==> src/rtl/fc_flatten_loader.sv <==
`default_nettype none
// +----------------------------------------------------------------------------+
// | fc_flatten_loader                                                          |
// | Streams Conv2 feature-map planes from Global SRAM into the FC buffer.      |
// | Rev 1.0 - initial release                                                  |
// +----------------------------------------------------------------------------+
module fc_flatten_loader #(
  parameter int SRAM_ADDR_W = 16,
  parameter int DATA_W      = 8,
  parameter int NUM_CH      = 16,
  parameter int FMAP_H      = 5,
  parameter int FMAP_W      = 5,
  parameter int ROW_STRIDE  = 8,
  parameter int CH_STRIDE   = 64,
  parameter int RD_LAT      = 1
) (
  input  logic                   clk_i,
  input  logic                   rst_async_i,
  input  logic                   start_i,
  input  logic [SRAM_ADDR_W-1:0] sram_base_i,
  input  logic [9:0]             buf_base_i,
  output logic                   sram_rd_req_o,
  output logic [SRAM_ADDR_W-1:0] sram_rd_addr_o,
  input  logic                   sram_rd_gnt_i,
  input  logic [DATA_W-1:0]      sram_rd_data_i,
  output logic                   buf_wr_en_o,
  output logic [9:0]             buf_wr_addr_o,
  output logic [DATA_W-1:0]      buf_wr_data_o,
  output logic                   busy_o,
  output logic                   done_o
);

  localparam int C_CH_W  = (NUM_CH > 1) ? $clog2(NUM_CH) : 1;
  localparam int C_ROW_W = (FMAP_H > 1) ? $clog2(FMAP_H) : 1;
  localparam int C_COL_W = (FMAP_W > 1) ? $clog2(FMAP_W) : 1;

  typedef enum logic [1:0] {
    S_IDLE  = 2'd0,
    S_ISSUE = 2'd1,
    S_DRAIN = 2'd2,
    S_DONE  = 2'd3
  } state_t;

  state_t                 r_state;
  state_t                 w_state_nxt;

  logic [SRAM_ADDR_W-1:0] r_sram_base;
  logic [9:0]             r_buf_base;
  logic [C_CH_W-1:0]      r_ch;
  logic [C_ROW_W-1:0]     r_row;
  logic [C_COL_W-1:0]     r_col;
  logic [RD_LAT-1:0]      r_vld_pipe;
  logic [9:0]             r_wr_cnt;
  logic                   r_wr_en;
  logic [9:0]             r_wr_addr;
  logic [DATA_W-1:0]      r_wr_data;

  logic                   w_fire;
  logic                   w_last_col;
  logic                   w_last_row;
  logic                   w_last_ch;
  logic                   w_last_elem;
  logic                   w_pipe_empty;
  logic [SRAM_ADDR_W-1:0] w_ch_off;
  logic [SRAM_ADDR_W-1:0] w_row_off;

  // Address arithmetic is done at SRAM width so it wraps naturally.
  assign w_ch_off       = SRAM_ADDR_W'(r_ch) * SRAM_ADDR_W'(CH_STRIDE);
  assign w_row_off      = SRAM_ADDR_W'(r_row) * SRAM_ADDR_W'(ROW_STRIDE);
  assign sram_rd_addr_o = r_sram_base + w_ch_off + w_row_off + SRAM_ADDR_W'(r_col);

  assign w_last_col   = (r_col == C_COL_W'(FMAP_W - 1));
  assign w_last_row   = (r_row == C_ROW_W'(FMAP_H - 1));
  assign w_last_ch    = (r_ch == C_CH_W'(NUM_CH - 1));
  assign w_last_elem  = w_last_col && w_last_row && w_last_ch;
  assign w_fire       = (r_state == S_ISSUE) && sram_rd_gnt_i;
  assign w_pipe_empty = ~|r_vld_pipe;

  assign sram_rd_req_o = (r_state == S_ISSUE);
  assign busy_o        = (r_state != S_IDLE);
  assign done_o        = (r_state == S_DONE);
  assign buf_wr_en_o   = r_wr_en;
  assign buf_wr_addr_o = r_wr_addr;
  assign buf_wr_data_o = r_wr_data;

  always_comb begin
    w_state_nxt = r_state;
    case (r_state)
      S_IDLE:  if (start_i) w_state_nxt = S_ISSUE;
      S_ISSUE: if (w_fire && w_last_elem) w_state_nxt = S_DRAIN;
      // An empty pipe means the final write is already on the output register.
      S_DRAIN: if (w_pipe_empty) w_state_nxt = S_DONE;
      S_DONE:  w_state_nxt = S_IDLE;
      default: w_state_nxt = S_IDLE;
    endcase
  end

  always_ff @(posedge clk_i or posedge rst_async_i) begin
    if (rst_async_i) begin
      r_state <= S_IDLE;
    end else begin
      r_state <= w_state_nxt;
    end
  end

  always_ff @(posedge clk_i or posedge rst_async_i) begin
    if (rst_async_i) begin
      r_sram_base <= '0;
      r_buf_base  <= '0;
      r_ch        <= '0;
      r_row       <= '0;
      r_col       <= '0;
    end else if ((r_state == S_IDLE) && start_i) begin
      r_sram_base <= sram_base_i;
      r_buf_base  <= buf_base_i;
      r_ch        <= '0;
      r_row       <= '0;
      r_col       <= '0;
    end else if (w_fire) begin
      if (w_last_col) begin
        r_col <= '0;
        if (w_last_row) begin
          r_row <= '0;
          r_ch  <= w_last_ch ? '0 : r_ch + 1'b1;
        end else begin
          r_row <= r_row + 1'b1;
        end
      end else begin
        r_col <= r_col + 1'b1;
      end
    end
  end

  // Return path: the tail of the valid pipe marks the cycle read data is valid.
  always_ff @(posedge clk_i or posedge rst_async_i) begin
    if (rst_async_i) begin
      r_vld_pipe <= '0;
      r_wr_cnt   <= '0;
      r_wr_en    <= 1'b0;
      r_wr_addr  <= '0;
      r_wr_data  <= '0;
    end else begin
      r_vld_pipe[0] <= w_fire;
      for (int i = 1; i < RD_LAT; i++) begin
        r_vld_pipe[i] <= r_vld_pipe[i-1];
      end
      r_wr_en <= r_vld_pipe[RD_LAT-1];
      if ((r_state == S_IDLE) && start_i) begin
        r_wr_cnt <= '0;
      end else if (r_vld_pipe[RD_LAT-1]) begin
        r_wr_data <= sram_rd_data_i;
        r_wr_addr <= r_buf_base + r_wr_cnt;
        r_wr_cnt  <= r_wr_cnt + 10'd1;
      end
    end
  end

endmodule
`default_nettype wire

==> config.mk <==
export PLATFORM = sky130hd
export DESIGN_NAME = fc_flatten_loader
export DESIGN_NICKNAME = d
export VERILOG_FILES = /design/src/rtl/fc_flatten_loader.sv
export SDC_FILE = /design/constraint.sdc
export NUM_CORES = 1
export LEC_CHECK = 0
export BUFFER_PORTS_ARGS = -buffer_cell sky130_fd_sc_hd__clkbuf_2
export CAP_MARGIN = 10
export CORE_UTILIZATION = 37
export DETAILED_ROUTE_END_ITERATION = 6
export SLEW_MARGIN = 20
export SYNTH_ARGS = -nofsm -noshare
export SYNTH_HDL_FRONTEND = slang
export SYNTH_SLANG_ARGS = --single-unit
==> constraint.sdc <==
create_clock -name clk_i -period 3.7 [get_ports clk_i]
set_input_delay 0.925 -clock clk_i [delete_from_list [all_inputs] [get_ports clk_i]]
set_output_delay 0.925 -clock clk_i [all_outputs]
set_load 0.1 [all_outputs]
==> results.cfg, run 1 <==
[timing]
worst_pin_slew_ns = 0.7456
finalSetupViolations = 0
max_slew_margin_pct = 50.17
fin_crit_ns = 3.569
hold_viol = 0
finalMaxSlewViolations = 0
tns_ns = 0
post-route-period-util_pct = 96.47
clock_skew_ns = 0.01144
fmax_ghz = 0.2802

[flow_run]
maxCapViolations = 0

[pwr]
combPwrFrac_pct = 43.9
p_leak_nw = 2.478
irDropWorstVdd_mv = 0.3814
p_per_area_nw_per_um2 = 641.4
swShare_pct = 46.59
fin_total_pwr_w = 0.002996
p_switching_w = 0.001396
seqPwrFrac_pct = 34.1
p_int_w = 0.001600
clockPowerShare_pct = 22.0

[critical_path]
critPathKind = register to output pin
crit_chain = ha_1, fa_1, a21o_1, a221oi_2, buf_4, o221ai_2, nand3_1, xnor2_2, buf_12
rrSetupSlack_ns = 1.26
cp.required_ns = 2.77
end_kind = output pin
worst-path-max-fanout = 3
r2r_start = r_state[1]
rr_worst_depth = 7
worstReg2RegEnd = r_state[1]
worst_path_max_delay_cell = fa_1
arrival_ns = 2.64
start_kind = register
slowest_delay_ns = 0.42

[min_path]
min_to = buf_wr_addr_o[4]
min_path_cells = 2
worstHoldStart = buf_wr_addr_o[4]
hold_class = register to register

[clock_tree]
cts-hold-fix-buffers = 0
clkTransAtPathRegs_ns = 0.07
clkSinkCount = 68
cts_tree = done
cts_buffers = 9
cts_root_buf = clkbuf_8
clk_latency_ns = 0.35
htreeDepth = 3
cts_buffer_depth = 2

[finish]
synthToLayoutAreaGrowth_pct = 24.60
fin_area_um2 = 4671
layout-drive-gt1-share_pct = 25.05
fin_cells = 616
nets = 550
final_util_pct = 47.79
antenna_cells = 0

[drt]
drt_iter0_markers = 65
drt_pass1_iterations = 4
vias = 2978
routed_wl_mm = 7.731
ant_nets = 0
wl_per_cell_um = 12.55
drc = 0
vias_per_cell = 4.834

[grt]
grt_usage_pct = 16.00
grt_max_degree = 48
grt_pass1_wl_mm = 13.03
grt_antenna_before_repair = 0
overflow = 0
grt_pass1_vias = 2863

[synth]
synth_top_cell_by_area = dfrtp_1
synth_cells = 400
yosysMostFrequentCell = nand2_1
synthFlopType = dfrtp_1
synth_common_cells = 104 x nand2_1, 68 x dfrtp_1, 30 x ha_1
ys_ff_latch = 68
syn_area_um2 = 3749
synth_top_area_share_pct = 45.39
synthesis.nets = 470
synth.area.top_cells = dfrtp_1 45%, nand2_1 10%, ha_1 10%
synth_edf_count = 0
async_flop_share_pct = 100.0
synth.yosys.seq_area_share_pct = 45.39
syn_area_per_cell_um2 = 9.371
yosys_warnings = 0
ys_types = 43

[placement]
finalWeightedCongestion = 0.8173
portBuffers = 75
post_dp_cell_area_um2 = 4429
dp_hpwl_mm = 5.690
placed_cells = 601

[run_status]
outcome = completed

[die]
rows = 36
core_region_area_um2 = 9774
die_area_um2 = 10540
start_util_pct = 38.35
num_io_pins = 76
die_w_um = 102.7
fp.dieH_um = 102.7
per-layer routing:
metal / wire (um) / vias up / global-route usage, %
li1: - / 1509 / -
met1: 3686 / 1402 / 20.24
met2: 3657 / 56 / 26.72
met3: 220 / 11 / 2.102
met4: 167 / 0 / 8.462
met5: 0 / - / 0
per-stage QoR:
step                worst slack, ns  hold WS (ns)
detailed placement           0.3143        0.4732
global route              -0.007355        0.5026
global placement             0.3512        0.4673
finish                       0.1306        0.4862
CTS                         0.03062        0.4893
floorplan                   0.01783        0.3519
repair_timing:
action                     in CTS  in global routing
setup endpoints to repair       2                  7
pin swaps                       1                  0
gates resized for setup         1                  6
buffers inserted                0                  1
worst max-delay path by stage:
stage	startpoint	slack, ns	end	cells after the start
6_report	r_sram_base[0]	0.13	sram_rd_addr_o[14]	9
3_5_place_dp	r_col[0]	0.31	sram_rd_addr_o[14]	9
2_1_floorplan	r_col[0]	0.02	sram_rd_addr_o[10]	6
3_3_place_gp	r_col[0]	0.35	sram_rd_addr_o[14]	9
4_1_cts	r_col[0]	0.03	sram_rd_addr_o[14]	9
5_1_grt	r_sram_base[0]	-0.007	sram_rd_addr_o[14]	9
flip-flops by register name, indices dropped and copies added, names as in the netlist:
| signal | cells |
|---|---|
| r_state | 2 |
| r_wr_cnt | 10 |
| r_sram_base | 16 |
| r_vld_pipe | 1 |
| r_buf_base | 10 |
| r_row | 3 |
| buf_wr_en_o | 1 |
| buf_wr_addr_o | 10 |
| r_ch | 4 |
| buf_wr_data_o | 8 |
| r_col | 3 |
area by class of cell:
cell class	instances	area, um^2
clock buffer	12	145.1
clock inverter	2	60.06
fill	947	5104
inverter	19	71.32
multi-input combinational	300	2013
sequential	68	1702
tap	133	166.4
timing repair buffer	82	513.0
power groups by stage:
stage / Combinational (W) / Clock, W / Sequential (W)
global placement: 0.00129 / 0 / 0.00104
detailed placement: 0.00131 / 0 / 0.00104
global route: 0.00142 / 0.000709 / 0.00105
finish: 0.00132 / 0.000658 / 0.00102
floorplan: 0.000691 / 0 / 0.00143
CTS: 0.00132 / 0.000683 / 0.00103
logic make-up (layout without fill, tap and decap cells):
family,count (synthesis),count (layout),share of synthesized area [%]
AOI/OAI and AO/OA,64,64,10.51
adders and majority gates,32,32,11.08
and+or+nand+nor,159,159,18.09
DFF,68,68,45.39
xor gates and xnor gates,28,28,6.542
buffers and inverters,32,115,3.404
muxes,17,17,4.973
placed cells by master, fill, tap and decap left out, types with 2 or more instances in the layout:
cell / instances
nand2_1: 104
dfrtp_1: 68
clkbuf_2: 66
ha_1: 30
nor2_1: 22
a21oi_1: 20
inv_1: 18
o21ai_0: 17
xor2_1: 12
clkbuf_8: 10
buf_4: 10
mux2_2: 9
xnor2_2: 8
xnor2_1: 7
and3_1: 7
mux2i_1: 7
nand3_1: 6
a21o_1: 5
o211ai_1: 5
buf_12: 5
nor3_1: 4
and4_1: 3
nand4_1: 3
or3_1: 3
a211oi_1: 2
a31oi_1: 2
o21bai_1: 2
fa_1: 2
bufinv_16: 2
clkbuf_1: 2
worst max-delay path: cells and delay by family (launching register included):
kind / cells / cell delay [ns]
compound gates: 3 / 0.60
xor+xnor: 1 / 0.14
fa+ha+maj: 2 / 0.64
buf+inv: 2 / 0.37
flops: 1 / 0.38
simple gates: 1 / 0.17
No activity file was read; power rests on OpenSTA's default activity.
==> inputs of run 2 (changes only) <==
==> constraint.sdc (replaced) <==
create_clock -name clk_i -period 4.1 [get_ports clk_i]
set_input_delay 1.025 -clock clk_i [delete_from_list [all_inputs] [get_ports clk_i]]
set_output_delay 1.025 -clock clk_i [all_outputs]
set_load 0.1 [all_outputs]
==> results.cfg, run 2 (synthesized netlist as in run 1, its figures left out) <==
[drt]
drt_pass1_iterations = 4
vias_per_cell = 4.820
vias = 2969
ant_nets = 0
drt_iter0_markers = 72
routed_wl_mm = 7.648
drc = 0
wl_per_cell_um = 12.42

[timing]
clock_skew_ns = 0.003273
fin_crit_ns = 3.942
rsz0062_at_grt = no
max_slew_margin_pct = 42.77
hold_viol = 0
layout_setup_ws_ns = 0.1575
finalMaxSlewViolations = 0
tns_ns = 0
post-route-period-util_pct = 96.16
finalSetupViolations = 0
holdWs_ns = 0.4815
fmax_ghz = 0.2536
worst_pin_slew_ns = 0.8564

[die]
rows = 36
core_region_area_um2 = 9774
die_area_um2 = 10540
num_io_pins = 76
start_util_pct = 38.35
fp.dieH_um = 102.7
die_w_um = 102.7

[critical_path]
worst-path-max-fanout = 5
start_kind = register
arrival_ns = 2.92
critPathKind = register to output pin
cp.required_ns = 3.07
end_kind = output pin

[placement]
finalWeightedCongestion = 0.8182
place_ws_ns = 0.3576
placed_cells = 600
portBuffers = 75
dp_hpwl_mm = 5.639
post_dp_cell_area_um2 = 4334

[grt]
grt_antenna_before_repair = 0
grt_usage_pct = 15.56
grt_pass1_vias = 2754
gr-max-usage-layer = met2
use_met3_pct = 2.644
overflow = 0
grt_pass1_wl_mm = 12.63
gr-usage-met1_pct = 21.11
grt_max_degree = 46
met2_usage_pct = 24.26

[clock_tree]
cts_setup_buffers = 0
clkTransAtPathRegs_ns = 0.07
cts_buffer_depth = 2
cts_tree = done
clkSinkCount = 68
cts_buffers = 9
clk_latency_ns = 0.34
cts_root_buf = clkbuf_8
htreeDepth = 3

[finish]
fin_cells = 616
synthToLayoutAreaGrowth_pct = 21.03
final_common_cell = nand2_1
top_register = r_sram_base
fin_area_um2 = 4537
nets = 548
antenna_cells = 0
final_cell_mix = 104 x nand2_1, 71 x clkbuf_2, 68 x dfrtp_1
largest_register_ffs = 16
layout-drive-gt1-share_pct = 22.77

[pwr]
p_leak_nw = 2.406
irDropWorstVdd_mv = 0.2971
p_per_area_nw_per_um2 = 586.2

[flow_run]
maxCapViolations = 0

[run_status]
outcome = completed

[min_path]
hold_class = register to register
## run 2: cell count changes in the layout (fill, tap and decap cells not counted), moves of 2 or more
cell / delta
clkbuf_2: +5
clkbuf_1: +2
xnor2_1: +5
buf_12: -3
buf_4: -4
xnor2_2: -5
## run 2: final timing paths
path | startpoint | to | slack [ns] | cells after the start
setup / recovery | r_col[0] | sram_rd_addr_o[8] | 0.16 | 8
hold / removal | buf_wr_addr_o[2] | buf_wr_addr_o[2] | 0.48 | 2
setup reg to reg | r_state[1] | r_state[1] | 1.72 | 7
hold reg to reg | buf_wr_addr_o[2] | buf_wr_addr_o[2] | 0.48 | 2
max in group asynchronous | rst_async_i | r_buf_base[9] | 2.44 | 3
min in group asynchronous | rst_async_i | buf_wr_addr_o[0] | 0.69 | 2
## run 2: power by group
part	internal (W)	switching [W]
clock network	0.000316	0.000242
logic	0.000282	0.000897
registers	0.000802	0.000121
total	0.00140	0.00126
## run 2: cell type report
type	instances	area (um^2)
fillers	979	5238
multi-input cells	300	1956
clock inverters	1	30.03
well taps	133	166.4
clock buffers	15	166.4
flip-flops and latches	68	1702
repair buffers	80	445.4
inverters	19	71.32
## run 2: critical path, stage by stage, from the launching register on
cell	delay, ns
dfrtp_1	0.42
ha_1	0.23
fa_1	0.41
a21o_1	0.23
a221oi_2	0.40
o21bai_1	0.10
a21oi_1	0.18
xnor2_1	0.13
clkbuf_2	0.47
## run 2: per-layer routing
| metal | wire [um] | vias up |
|---|---|---|
| li1 | - | 1506 |
| met1 | 3687 | 1409 |
| met2 | 3621 | 47 |
| met3 | 229 | 7 |
| met4 | 110 | 0 |
| met5 | 0 | - |
## run 2: through the flow
stage	total power, W	utilization (%)
global route	0.002823	46.42
global placement	0.002103	44.34
floorplan	0.001915	-
detailed placement	0.002128	44.34
finish	0.002660	46.42
CTS	0.002695	46.42
## run 2: timing repair
action,in CTS,in global routing
hold buffers,0,0
hold endpoints to repair,0,0
endpoints found under the setup margin,3,1
gates resized for setup,1,1
pin swaps,0,0
